**src/rtl/branch_pkg.sv**
```systemverilog
// Branch-type encoding and saturating-counter helpers shared by the
// branch-condition unit, the decoder and the branch predictor.
package branch_pkg;

    typedef enum logic [2:0] {
        BR_NONE = 3'b000,
        BR_BEQ  = 3'b001,
        BR_BNE  = 3'b010,
        BR_BLT  = 3'b011,
        BR_BGE  = 3'b100,
        BR_BLTU = 3'b101,
        BR_BGEU = 3'b110,
        BR_JUMP = 3'b111
    } br_type_e;

    // Default counter width and its weakly-not-taken reset value
    localparam int             CTR_BITS_DEF = 2;
    localparam logic [1:0]     CTR_RESET    = 2'b01;

    // Widest counter the helper below supports
    localparam int                   CTR_MAX_W = 8;
    localparam logic [CTR_MAX_W-1:0] CTR_ONE   = 1;

    function automatic logic is_cond(input logic [2:0] t);
        return (t != BR_NONE) && (t != BR_JUMP);
    endfunction

    // Saturating step of a `bits`-wide counter held right-aligned
    function automatic logic [CTR_MAX_W-1:0] sat_next(
        input logic [CTR_MAX_W-1:0] ctr,
        input logic                 taken,
        input int                   bits
    );
        logic [CTR_MAX_W:0]   lim;
        logic [CTR_MAX_W-1:0] top;
        lim = {{CTR_MAX_W{1'b0}}, 1'b1} << bits;
        top = lim[CTR_MAX_W-1:0] - CTR_ONE;
        if (taken) begin
            return (ctr >= top) ? top : ctr + CTR_ONE;
        end
        return (ctr == '0) ? '0 : ctr - CTR_ONE;
    endfunction

endpackage

```
**src/rtl/branch_predictor_stats.sv**
```systemverilog
// Performance counters: resolved conditional branches, mispredictions
// and a one-cycle mispredict pulse. Ports: clk, rst_n, fire_i, miss_i,
// mispredict_o, br_count_o, miss_count_o.
module bp_stats (
    input  logic        clk,
    input  logic        rst_n,
    input  logic        fire_i,
    input  logic        miss_i,
    output logic        mispredict_o,
    output logic [31:0] br_count_o,
    output logic [31:0] miss_count_o
);

    logic        mp_q, mp_d;
    logic [31:0] br_q, br_d;
    logic [31:0] miss_q, miss_d;

    always_comb begin
        mp_d   = fire_i && miss_i;
        br_d   = br_q + (fire_i ? 32'd1 : 32'd0);
        miss_d = miss_q + (mp_d ? 32'd1 : 32'd0);
    end

    always_ff @(posedge clk or negedge rst_n) begin
        if (!rst_n) begin
            mp_q   <= 1'b0;
            br_q   <= '0;
            miss_q <= '0;
        end else begin
            mp_q   <= mp_d;
            br_q   <= br_d;
            miss_q <= miss_d;
        end
    end

    assign mispredict_o = mp_q;
    assign br_count_o   = br_q;
    assign miss_count_o = miss_q;

endmodule

```
**src/rtl/branch_predictor.sv**
```systemverilog
// PC-indexed table of saturating counters with a one-stage update pipe.
// Ports: pred_* lookup, upd_* training, mispredict/br_count/miss_count.
module branch_predictor
    import branch_pkg::*;
#(
    parameter int IDX_BITS = 6,
    parameter int CTR_BITS = CTR_BITS_DEF
) (
    input  logic        clk,
    input  logic        rst_n,
    input  logic [31:0] pred_pc,
    input  logic [2:0]  pred_br_type,
    output logic        pred_taken,
    input  logic        upd_valid,
    input  logic [31:0] upd_pc,
    input  logic [2:0]  upd_br_type,
    input  logic        upd_taken,
    input  logic        upd_pred,
    output logic        mispredict,
    output logic [31:0] br_count,
    output logic [31:0] miss_count
);

    localparam int N = 1 << IDX_BITS;
    localparam logic [CTR_BITS-1:0] RST_VAL =
        {1'b0, {(CTR_BITS-1){1'b1}}};

    logic [CTR_BITS-1:0] table_q [N];

    logic                q_vld_q, q_vld_d;
    logic [IDX_BITS-1:0] q_idx_q, q_idx_d;
    logic                q_tkn_q, q_tkn_d;

    logic [IDX_BITS-1:0]  pred_idx, upd_idx;
    logic [CTR_MAX_W-1:0] q_ctr_w;
    logic [CTR_BITS-1:0]  q_new, eff;
    logic                 upd_fire;
    logic                 unused_pc;

    assign pred_idx = pred_pc[IDX_BITS+1:2];
    assign upd_idx  = upd_pc[IDX_BITS+1:2];
    assign upd_fire = upd_valid && is_cond(upd_br_type);

    assign unused_pc = ^{pred_pc[31:IDX_BITS+2], pred_pc[1:0],
                         upd_pc[31:IDX_BITS+2], upd_pc[1:0]};

    always_comb begin
        q_vld_d = upd_fire;
        q_idx_d = upd_idx;
        q_tkn_d = upd_taken;
    end

    // The previous stage write has already landed, so the table read
    // is current even for back-to-back updates to one index.
    assign q_ctr_w = sat_next(CTR_MAX_W'(table_q[q_idx_q]),
                              q_tkn_q, CTR_BITS);
    assign q_new   = CTR_BITS'(q_ctr_w);

    // Lookup sees the pending write before it reaches the table
    assign eff = (q_vld_q && (pred_idx == q_idx_q)) ? q_new
                                                    : table_q[pred_idx];

    always_comb begin
        pred_taken = 1'b0;
        if (is_cond(pred_br_type)) begin
            pred_taken = eff[CTR_BITS-1];
        end else if (pred_br_type == BR_JUMP) begin
            pred_taken = 1'b1;
        end
    end

    always_ff @(posedge clk or negedge rst_n) begin
        if (!rst_n) begin
            q_vld_q <= 1'b0;
            q_idx_q <= '0;
            q_tkn_q <= 1'b0;
        end else begin
            q_vld_q <= q_vld_d;
            q_idx_q <= q_idx_d;
            q_tkn_q <= q_tkn_d;
        end
    end

    always_ff @(posedge clk or negedge rst_n) begin
        if (!rst_n) begin
            for (int i = 0; i < N; i++) begin
                table_q[i] <= RST_VAL;
            end
        end else if (q_vld_q) begin
            table_q[q_idx_q] <= q_new;
        end
    end

    bp_stats u_stats (
        .clk          (clk),
        .rst_n        (rst_n),
        .fire_i       (upd_fire),
        .miss_i       (upd_pred != upd_taken),
        .mispredict_o (mispredict),
        .br_count_o   (br_count),
        .miss_count_o (miss_count)
    );

endmodule
```
**config.mk**
```make
export PLATFORM = sky130hd
export DESIGN_NAME = branch_predictor
export DESIGN_NICKNAME = d
export VERILOG_FILES = /design/src/rtl/branch_pkg.sv /design/src/rtl/branch_predictor_stats.sv /design/src/rtl/branch_predictor.sv
export SDC_FILE = /design/constraint.sdc
export NUM_CORES = 1
export LEC_CHECK = 0
export BUFFER_PORTS_ARGS = -buffer_cell sky130_fd_sc_hd__buf_2
export CAP_MARGIN = 15
export CORE_ASPECT_RATIO = 0.6
export CORE_MARGIN = 5
export CORE_UTILIZATION = 58
export DETAILED_ROUTE_END_ITERATION = 8
export GPL_ROUTABILITY_DRIVEN = 0
export PLACE_DENSITY = 0.86
export REMOVE_ABC_BUFFERS = 1
export SETUP_SLACK_MARGIN = 0.05
export SLEW_MARGIN = 20
export SYNTH_ARGS = -nofsm -noshare
export SYNTH_HDL_FRONTEND = slang
export SYNTH_SLANG_ARGS = --single-unit
export TNS_END_PERCENT = 5
```
**constraint.sdc**
```tcl
create_clock -name clk -period 3.35 [get_ports clk]
set_input_delay 0.1675 -clock clk [delete_from_list [all_inputs] [get_ports clk]]
set_output_delay 0.1675 -clock clk [all_outputs]
set_load 0.01 [all_outputs]
```
* Yosys cells after proc, flatten, opt, wreduce, memory -nomap -nowiden *
Cells that the tools add are included.

operators by class
  divide/modulo/power cells = 0
  bitwise logic cells = 2
  shifts and indexed selects = 0
  eq/ne operators = 5
  $mul = 0
  mux-type cells = 19
  add/subtract/negate cells = 4
  $lt $le $gt $ge = 4
  reduce and logical (&&, ||, !) cells = 9

operators by type and width
  kind                 number
  $bwmux 128           1
  $add 32x32->32       2
  $bmux 2 s6           2
  $mux 2               10
  $ge 7x7->1 const B   2
  $not 6->7            2
  $demux 2 s6          1
  $lt 7x1->1 const B   1
  $eq 6x6->1           1
  $logic_and 1x1->1    6
  $ne 3x3->1 const B   2
  $reduce_bool 3->1    2
  $mux 1               5
  $eq 3x3->1 const B   1
  $add 2x1->2 const B  1
  $ge 2x2->1 const B   1
  $logic_not 2->1      1
  $sub 2x1->2 const B  1
  $ne 1x1->1           1

word-level totals
  bits in latches = 0
  memory bits (read-only) = 0
  bits in writable memories = 0
  bits in registers = 201
  memories = 0
  output and inout bits = 66

* Longest topological paths before layout *
Gate-level depths: netlist of the first run.

  word-level depth = 10
  gate-level depth with buffers = 13

* Cells and area by module *
Synthesis of the first run repeated with hierarchy kept, for this count alone.

second synthesis, totals
  cells, all modules = 866
  area total of the unflattened synthesis = 10216.0 um2

by module, submodules not included
  module            seq. area each (um2)  times used  area an instance (um2)  cells an instance
  branch_predictor  3483.3                1           7268.2                  614
  bp_stats          1626.6                1           2947.8                  252

* Least setup slack after synthesis of the first run *
Ideal clock, no wire load.

  path kind = register to register
  start point = register q_idx_q[1]
  end point = register table_q[33] (netlist bit)
  library setup time = 125 ps
  slack = 657 ps
  cell stages (with the launch flop) = 12
  arrival time = 2568 ps
  period minus slack after synthesis = 2693 ps
  cell sequence = dfrtp_1 buf_6 buf_6 mux4_2 a32oi_1 o211ai_1 nor4_4 a41oi_1 or2_1 buf_6 buf_6 mux2_2

on the way
  word-level cells in the longest chain between the ends = 9
  elaborated cells between the ends (all ways) = 18

RTL lines
  item                                       RTL line                                        text
  start, declared                            branch_predictor.sv:31                          logic [IDX_BITS-1:0] q_idx_q, q_idx_d;
  start signal, assigned                     branch_predictor.sv:79                          q_idx_q <= q_idx_d;
  $not 6->7 (implied by the code) (*)        branch_predictor.sv:55, branch_predictor.sv:90
  $bmux 2 s6                                 branch_predictor.sv:55                          assign q_ctr_w = sat_next(CTR_MAX_W'(table_q[q_idx_q]),
  $mux 2 (implied by the code) (2 in a row)  branch_predictor.sv:55
  $add 2x1->2 or $ge 2x2->1 (tied branches)  branch_pkg.sv:39                                return (ctr >= top) ? top : ctr + CTR_ONE;
  $mux 2                                     branch_pkg.sv:39
  $mux 2                                     branch_pkg.sv:38                                if (taken) begin
  $mux 2                                     branch_pkg.sv:41                                return (ctr == '0) ? '0 : ctr - CTR_ONE;
  $bwmux 128 (*)                             branch_predictor.sv:90                          table_q[q_idx_q] <= q_new;
  end signal, assigned by index              branch_predictor.sv:90
  end, declared                              branch_predictor.sv:28                          logic [CTR_BITS-1:0] table_q [N];

Mark *: on every way between the ends. The rest lies on a longest branch, timed or not. The select of a mux whose other input is x is not followed.
A chain may end at the register's enable or synchronous reset.

* Worst setup path in the final report of the first run *
  start point = register q_idx_q[1]
  end point = output port pred_taken

on the way
  word-level cells in the longest chain between the ends = 10
  elaborated cells between the ends (all ways) = 16

RTL lines
  item                                       RTL line                text
  $not 6->7 (implied by the code)            branch_predictor.sv:55
  $bmux 2 s6                                 branch_predictor.sv:55
  $mux 2 (implied by the code) (2 in a row)  branch_predictor.sv:55
  $add 2x1->2 or $ge 2x2->1 (tied branches)  branch_pkg.sv:39
  $mux 2                                     branch_pkg.sv:39
  $mux 2                                     branch_pkg.sv:38
  $mux 2                                     branch_pkg.sv:41
  $mux 2 (*)                                 branch_predictor.sv:60  assign eff = (q_vld_q && (pred_idx == q_idx_q)) ? q_new
  $mux 1 (*)                                 branch_predictor.sv:65  if (is_cond(pred_br_type)) begin
  end, declared                              branch_predictor.sv:13  output logic pred_taken,

Marks and branches as above.

==> reports/summary.txt, run 1 <==
Status = complete, but fails checks
Failing checks = negative setup slack
Drt total wl = 25800 um
Slew Viols, Final = 0
Peak supply drop = 0.000347 V
Wirelength per Cell = 22.0 um
Synth Flop Type = dfrtp_1
Pre-CTS WS = 0.153 ns
Critical Path AT = 3.22 ns
CTS Buffer Depth = 3
Worst-Margin Slew = 0.860 ns
Worst setup SP type = flop
Final worst slack = -0.0334 ns
IO Port Bufs = 88
Num CTS Buffers = 20
Clk_skew = 0.0297 ns
RSZ-0062 raised after global routing = yes
Vias per Instance = 6.14
Initial antenna violation count = 0
CTS root buffer = clkbuf_16
Yosys warns = 0
Most common cell after layout, fill and taps aside = dfrtp_1
Syn avg cell area = 12.7 um^2
Most frequent cells in the layout = dfrtp_1 (134), mux2_2 (110), buf_2 (87)
Congestion Overflow GR = 0
Syn Inst Count = 808
Syn-to-layout area delta = 18.1%
Final period util = 1.01
Clock-pin slew on the worst setup and hold paths = 0.06 ns
CTS tree = built
DP Cell Count = 1111
DP Wirelength = 17200 um
Layout filler cell count = 1236
Starting Density = 0.594
Util after Layout = 0.702
DIE WIDTH = 182 um
Register bit total from synthesis = 201
DRC = 0
Hold WC Path Type = in -> reg
Ys async rst share = 1.00
Design area = 12100 um^2
Nets = 1004
GRT Total Usage = 0.250
FF/Latch Area = 5120 um^2
Final Non-Filler Cells = 1173
Post-synthesis sequential area ratio = 0.498
Pleak = 5.47 nW
Fin crit period = 3.38 ns
First-pass GRT wire length = 41300 um
DR pass1 iterations = 5
Skew-Pair Late Insertion Delay = 0.51 ns
Final Hold Vio Count = 0
Largest net degree at the start of global routing = 105
# clock sinks = 201
Max Clk Rate = 296 MHz
Rows = 37
Share of post-route cells with drive strength above 1 = 0.457
Tot Pwr = 6.12 mW
Netlist Area Pre-Place = 10300 um^2
Core Region = 17300 um^2
Critical Path RT = 3.18 ns
Slew HR = 0.427
Crit Path Class = reg -> out
Max_cap viols = 0
Dpl cell area = 11000 um^2
Vias = 7206
Vias in the first global route = 7352
Antenna Nets Post-Route = 0
EDFF count, synth = 0
Crit. End Element = output port
Area occupied by multi-input gates = 4980 um^2
Die Footprint = 20500 um^2
PD cells = 505 nW/um^2
Die Y = 113 um
N_diodes = 0
Setup Viol. Count Final = 1
Distinct cells, synth = 53
R2r setup slk = 0.16 ns
Drt initial violations = 796
Crit path max fanout = 7
# IOs = 141
CTS H-Tree Depth = 1
[final timing paths]
check,startpoint,cells after the start,to
setup reg to reg,q_idx_q[1],10,table_q[107]
min in group asynchronous,rst_n,2,table_q[123]
hold reg to reg,u_stats.miss_count_o[31],1,u_stats.miss_count_o[31]
setup / recovery,q_idx_q[1],11,pred_taken
hold / removal,upd_pred,3,u_stats.mispredict_o
max in group asynchronous,rst_n,3,table_q[102]
[state kept, by name, indices dropped and copies added, names as in the netlist]
| register | flops |
|---|---|
| u_stats.miss_count_o | 32 |
| q_idx_q | 6 |
| q_tkn_q | 1 |
| u_stats.mispredict_o | 1 |
| table_q | 128 |
| u_stats.br_count_o | 32 |
| q_vld_q | 1 |
[cell usage after synthesis, drive strengths merged (2+ instances only)]
library cell	n	area (um^2)
nor3	6	30.0
mux4	36	811
mux2	136	1630
nand2b	5	31.3
nand3b	7	52.6
a21oi	11	55.1
and4	7	61.3
clkbuf	17	63.8
or3b	2	17.5
and3b	12	105
or4	2	15.0
dfrtp	137	3430
ha	4	50.1
buf	29	209
nand4	12	75.1
xor2	16	140
inv	5	18.8
nand2	68	255
xnor2	51	447
a22oi	7	52.6
o21ai	11	55.1
o211ai	2	15.0
nor4	2	33.8
and2	8	50.1
nor2b	3	18.8
and3	19	119
nand3	33	165
mux2i	14	140
o31ai	2	15.0
nor2	51	191
or3	3	18.8
and4b	2	20.0
nor3b	8	60.1
dfstp	64	1680
a31oi	4	25.0
[through the flow]
step | hold WS [ns] | TNS [ns]
6_report | 0.0737 | -0.0334
5_1_grt | 0.0682 | -0.129
4_1_cts | 0.0174 | 0
3_5_place_dp | 0.277 | 0
3_3_place_gp | 0.275 | 0
2_1_floorplan | -0.128 | -83.09
[worst max-delay path, stage by stage, from the launching register on]
cell      delay (ns)
dfrtp_2         0.38
buf_12          0.15
buf_8           0.11
mux4_2          0.54
a32oi_2         0.21
o211ai_1        0.17
nor4_4          0.35
a41oi_2         0.20
buf_4           0.19
o31ai_4         0.16
a22oi_1         0.10
buf_2           0.14
[per-layer routing]
metal | wire (um) | vias to the layer above | GRT usage | share of wire
met3 | 2650 | 78 | 0.0784 | 0.10
met5 | 0 | - | 0 | 0
met1 | 11100 | 3624 | 0.376 | 0.43
met4 | 653 | 0 | 0.0590 | 0.025
li1 | - | 3147 | - | -
met2 | 11400 | 357 | 0.359 | 0.44
[logic make-up (layout without fill, tap and decap cells)]
family / count (synthesis) / after routing / synth area share
and+or+nand+nor: 252 / 252 / 0.131
DFF: 201 / 201 / 0.498
muxes: 186 / 186 / 0.251
xor gates and xnor gates: 67 / 67 / 0.0572
buffers and inverters: 51 / 182 / 0.0284
AOI/OAI and AO/OA: 46 / 46 / 0.0286
adders and majority gates: 5 / 5 / 0.00597
[what timing repair did]
item                                    4_1_cts  5_1_grt
endpoints found under the setup margin        1        1
resized for setup                            24       10
gates cloned                                  1        0
setup buffers                                15        2
hold buffers                                  9        0
endpoints found under the hold margin        66        0
pin swaps                                    11        7
[power breakdown]
part	switching, mW	internal [mW]	total (mW)
combinational	0.431	0.427	0.859
sequential	0.194	2.71	2.90
clock	0.968	1.39	2.36
total	1.59	4.53	6.12
[cell type report]
type                    count  share of cell area
clock inverters            11              0.0126
well taps                 234              0.0242
flip-flops and latches    201               0.422
repair buffers            141              0.0845
multi-input cells         556               0.411
clock buffers              25              0.0445
inverters                   5             0.00155
Note: power is estimated with default switching activity, not from simulation.
==> inputs of run 2 (changes only) <==
--- a/config.mk
+++ b/config.mk
@@ -12,6 +12,7 @@
 export CORE_UTILIZATION = 58
 export DETAILED_ROUTE_END_ITERATION = 8
 export GPL_ROUTABILITY_DRIVEN = 0
+export MAX_ROUTING_LAYER = met4
 export PLACE_DENSITY = 0.86
 export REMOVE_ABC_BUFFERS = 1
 export SETUP_SLACK_MARGIN = 0.05
==> run 2 against run 1 <==
Against the previous run:
- the flow still finishes with violations (negative setup slack)
- routed wire length up 0.41%
- maximum frequency up 0.52%
- largest cell class unchanged
- register-to-register slack hardly changed
- count of clock-buffer cells in the layout unchanged
==> reports/summary.txt, run 2 (synthesized netlist as in run 1, its figures left out) <==
Status = complete, but fails checks
Failing checks = negative setup slack
Global routing's busiest layer = met1
Initial antenna violation count = 0 (unchanged)
Most frequent cells in the layout = dfrtp_1 (134), mux2_2 (110), buf_2 (87)
N_diodes = 0 (unchanged)
Nets = 1004 (unchanged)
Slew Viols, Final = 0 (unchanged)
CTS tree = built
Top delay family on crit path = compound AO/OA/AOI/OAI gates
CP peak stage delay = 0.54 ns (about the same)
Util after Layout = 0.702 (unchanged)
Share of post-route cells with drive strength above 1 = 0.457 (unchanged)
Largest net degree at the start of global routing = 105 (unchanged)
DP Wirelength = 17200 um (unchanged)
CTS H-Tree Depth = 1 (unchanged)
Drt total wl = 25900 um (+0.41%)
Final Hold Vio Count = 0 (unchanged)
DR pass1 iterations = 7 (+2)
Syn-to-layout area delta = 18.1% (unchanged)
Worst setup SP type = flop
Crit. End Element = output port
Final period util = 1.00 (-0.00526)
Final Non-Filler Cells = 1173 (unchanged)
Drt initial violations = 694 (-13%)
CTS root buffer = clkbuf_16
Largest register FFs = 128 (unchanged)
WHS = 0.0700 ns (-0.00365 ns)
PD cells = 505 nW/um^2 (about the same)
Critical Path RT = 3.18 ns (about the same)
Die Footprint = 20500 um^2 (unchanged)
DRC = 0 (unchanged)
Crit Path Class = reg -> out
Starting Density = 0.594 (unchanged)
# IOs = 141 (unchanged)
Antenna Nets Post-Route = 0 (unchanged)
Hold depth = 3 (unchanged)
TNS Setup = -0.0158 ns (+0.0176 ns)
Biggest register = table_q
CTS Buffer Depth = 3 (unchanged)
GRT met1 Usage = 0.379 (+0.00365)
Setup Viol. Count Final = 1 (unchanged)
Vias per Instance = 6.12 (-0.36%)
Wirelength per Cell = 22.1 um (+0.41%)
Skew-Pair Late Insertion Delay = 0.51 ns (about the same)
Met2 GRT Util = 0.359 (about the same)
Stages on worst setup path = 11 (unchanged)
Crit path max fanout = 7 (unchanged)
Crit-path slowest cell = mux4_2
IO Port Bufs = 88 (unchanged)
Num CTS Buffers = 20 (unchanged)
Vias in the first global route = 7355 (+0.041%)
Rows = 37 (unchanged)
# clock sinks = 201 (unchanged)
Critical Path AT = 3.20 ns (-0.02 ns)
DP Cell Count = 1111 (unchanged)
Die Y = 113 um (unchanged)
Pleak = 5.47 nW (unchanged)
Vias = 7180 (-0.36%)
Bufs and invs on worst path = 4 (unchanged)
Core Region = 17300 um^2 (unchanged)
Worst-Margin Slew = 0.849 ns (-0.0111 ns)
Hold WC Path Type = in -> reg
DIE WIDTH = 182 um (unchanged)
GR met3 Demand/Resource = 0.0755 (-0.00289)
Clock-pin slew on the worst setup and hold paths = 0.06 ns (about the same)
Layout filler cell count = 1236 (unchanged)
First-pass GRT wire length = 41400 um (+0.17%)
Final worst slack = -0.0158 ns (+0.0176 ns)
GRT Total Usage = 0.258 (+0.00813)
Peak supply drop = 0.000346 V (-0.30%)
Max Clk Rate = 297 MHz (+0.52%)
Max_cap viols = 0 (unchanged)
Most common cell after layout, fill and taps aside = dfrtp_1
Congestion Overflow GR = 0 (unchanged)
RSZ-0062 raised after global routing = yes
Fin crit period = 3.37 ns (-0.0176 ns)
Crit-path cells = buf_12 -> buf_8 -> mux4_2 -> a32oi_2 -> o211ai_1 -> nor4_4 -> a41oi_2 -> buf_4 -> o31ai_4 -> a22oi_1 -> buf_2
Worst reg-to-reg path cell count = 9 (-1)
Clk_skew = 0.0292 ns (-0.000462 ns)
Slew HR = 0.434 (+0.00741)
==> run 2: cell counts in the layout (fill, tap and decap cells not counted) <==
Identical to the previous run, type by type.
==> run 2: layout make-up <==
| type | count | area [um^2] | area share |
|---|---|---|---|
| Inverter | 5 | 18.8 | 0.00155 |
| Sequential cell | 201 | 5120 | 0.422 |
| Tap cell | 234 | 293 | 0.0242 |
| Clock inverter | 11 | 153 | 0.0126 |
| Timing Repair Buffer | 141 | 1020 | 0.0845 |
| Multi-Input combinational cell | 556 | 4980 | 0.411 |
| Clock buffer | 25 | 539 | 0.0445 |
==> run 2: power breakdown <==
part | internal (mW) | switching, mW
registers | 2.71 | 0.197
clock network | 1.39 | 0.969
logic | 0.428 | 0.431
==> run 2: metal layers <==
metal  vias up  share of wire
li1       3144              -
met2       354           0.44
met4         0          0.025
met1      3607           0.44
met3        75          0.097
met5         -              0
==> run 2: path summary, 6_finish.rpt <==
path | startpoint | slack, ns | end
worst max-delay path | q_idx_q[1] | -0.02 | pred_taken
worst min-delay path | upd_pred | 0.07 | u_stats.mispredict_o
worst max register to register | q_idx_q[4] | 0.16 | table_q[84]
worst min register to register | u_stats.miss_count_o[31] | 0.47 | u_stats.miss_count_o[31]
max in group asynchronous | rst_n | 2.06 | table_q[102]
min in group asynchronous | rst_n | 0.35 | table_q[123]
==> run 2: repair_timing <==
| item | 4_1_cts | 5_1_grt |
|---|---|---|
| hold buffers | 9 | 0 |
| endpoints found under the setup margin | 1 | 1 |
| resized for setup | 24 | 10 |
| pin swaps | 11 | 7 |
| cloned | 1 | 0 |
| buffers inserted | 15 | 2 |
| hold endpoints to repair | 66 | 0 |
==> run 2: per-stage QoR <==
| stage | power, mW | setup slack, ns | cell area [um^2] |
|---|---|---|---|
| global placement | 3.68 | 0.202 | 11000 |
| detailed placement | 3.72 | 0.153 | 11000 |
| CTS | 6.13 | 0.0650 | 12100 |
| floorplan | 3.35 | -0.842 | 9990 |
| global route | 6.36 | -0.129 | 12100 |
| finish | 6.12 | -0.0158 | 12100 |
==> run 2: worst min-delay path: stages <==
cell and delay, ns:
buf_2 0.09, xor2_1 0.06, and2_1 0.19
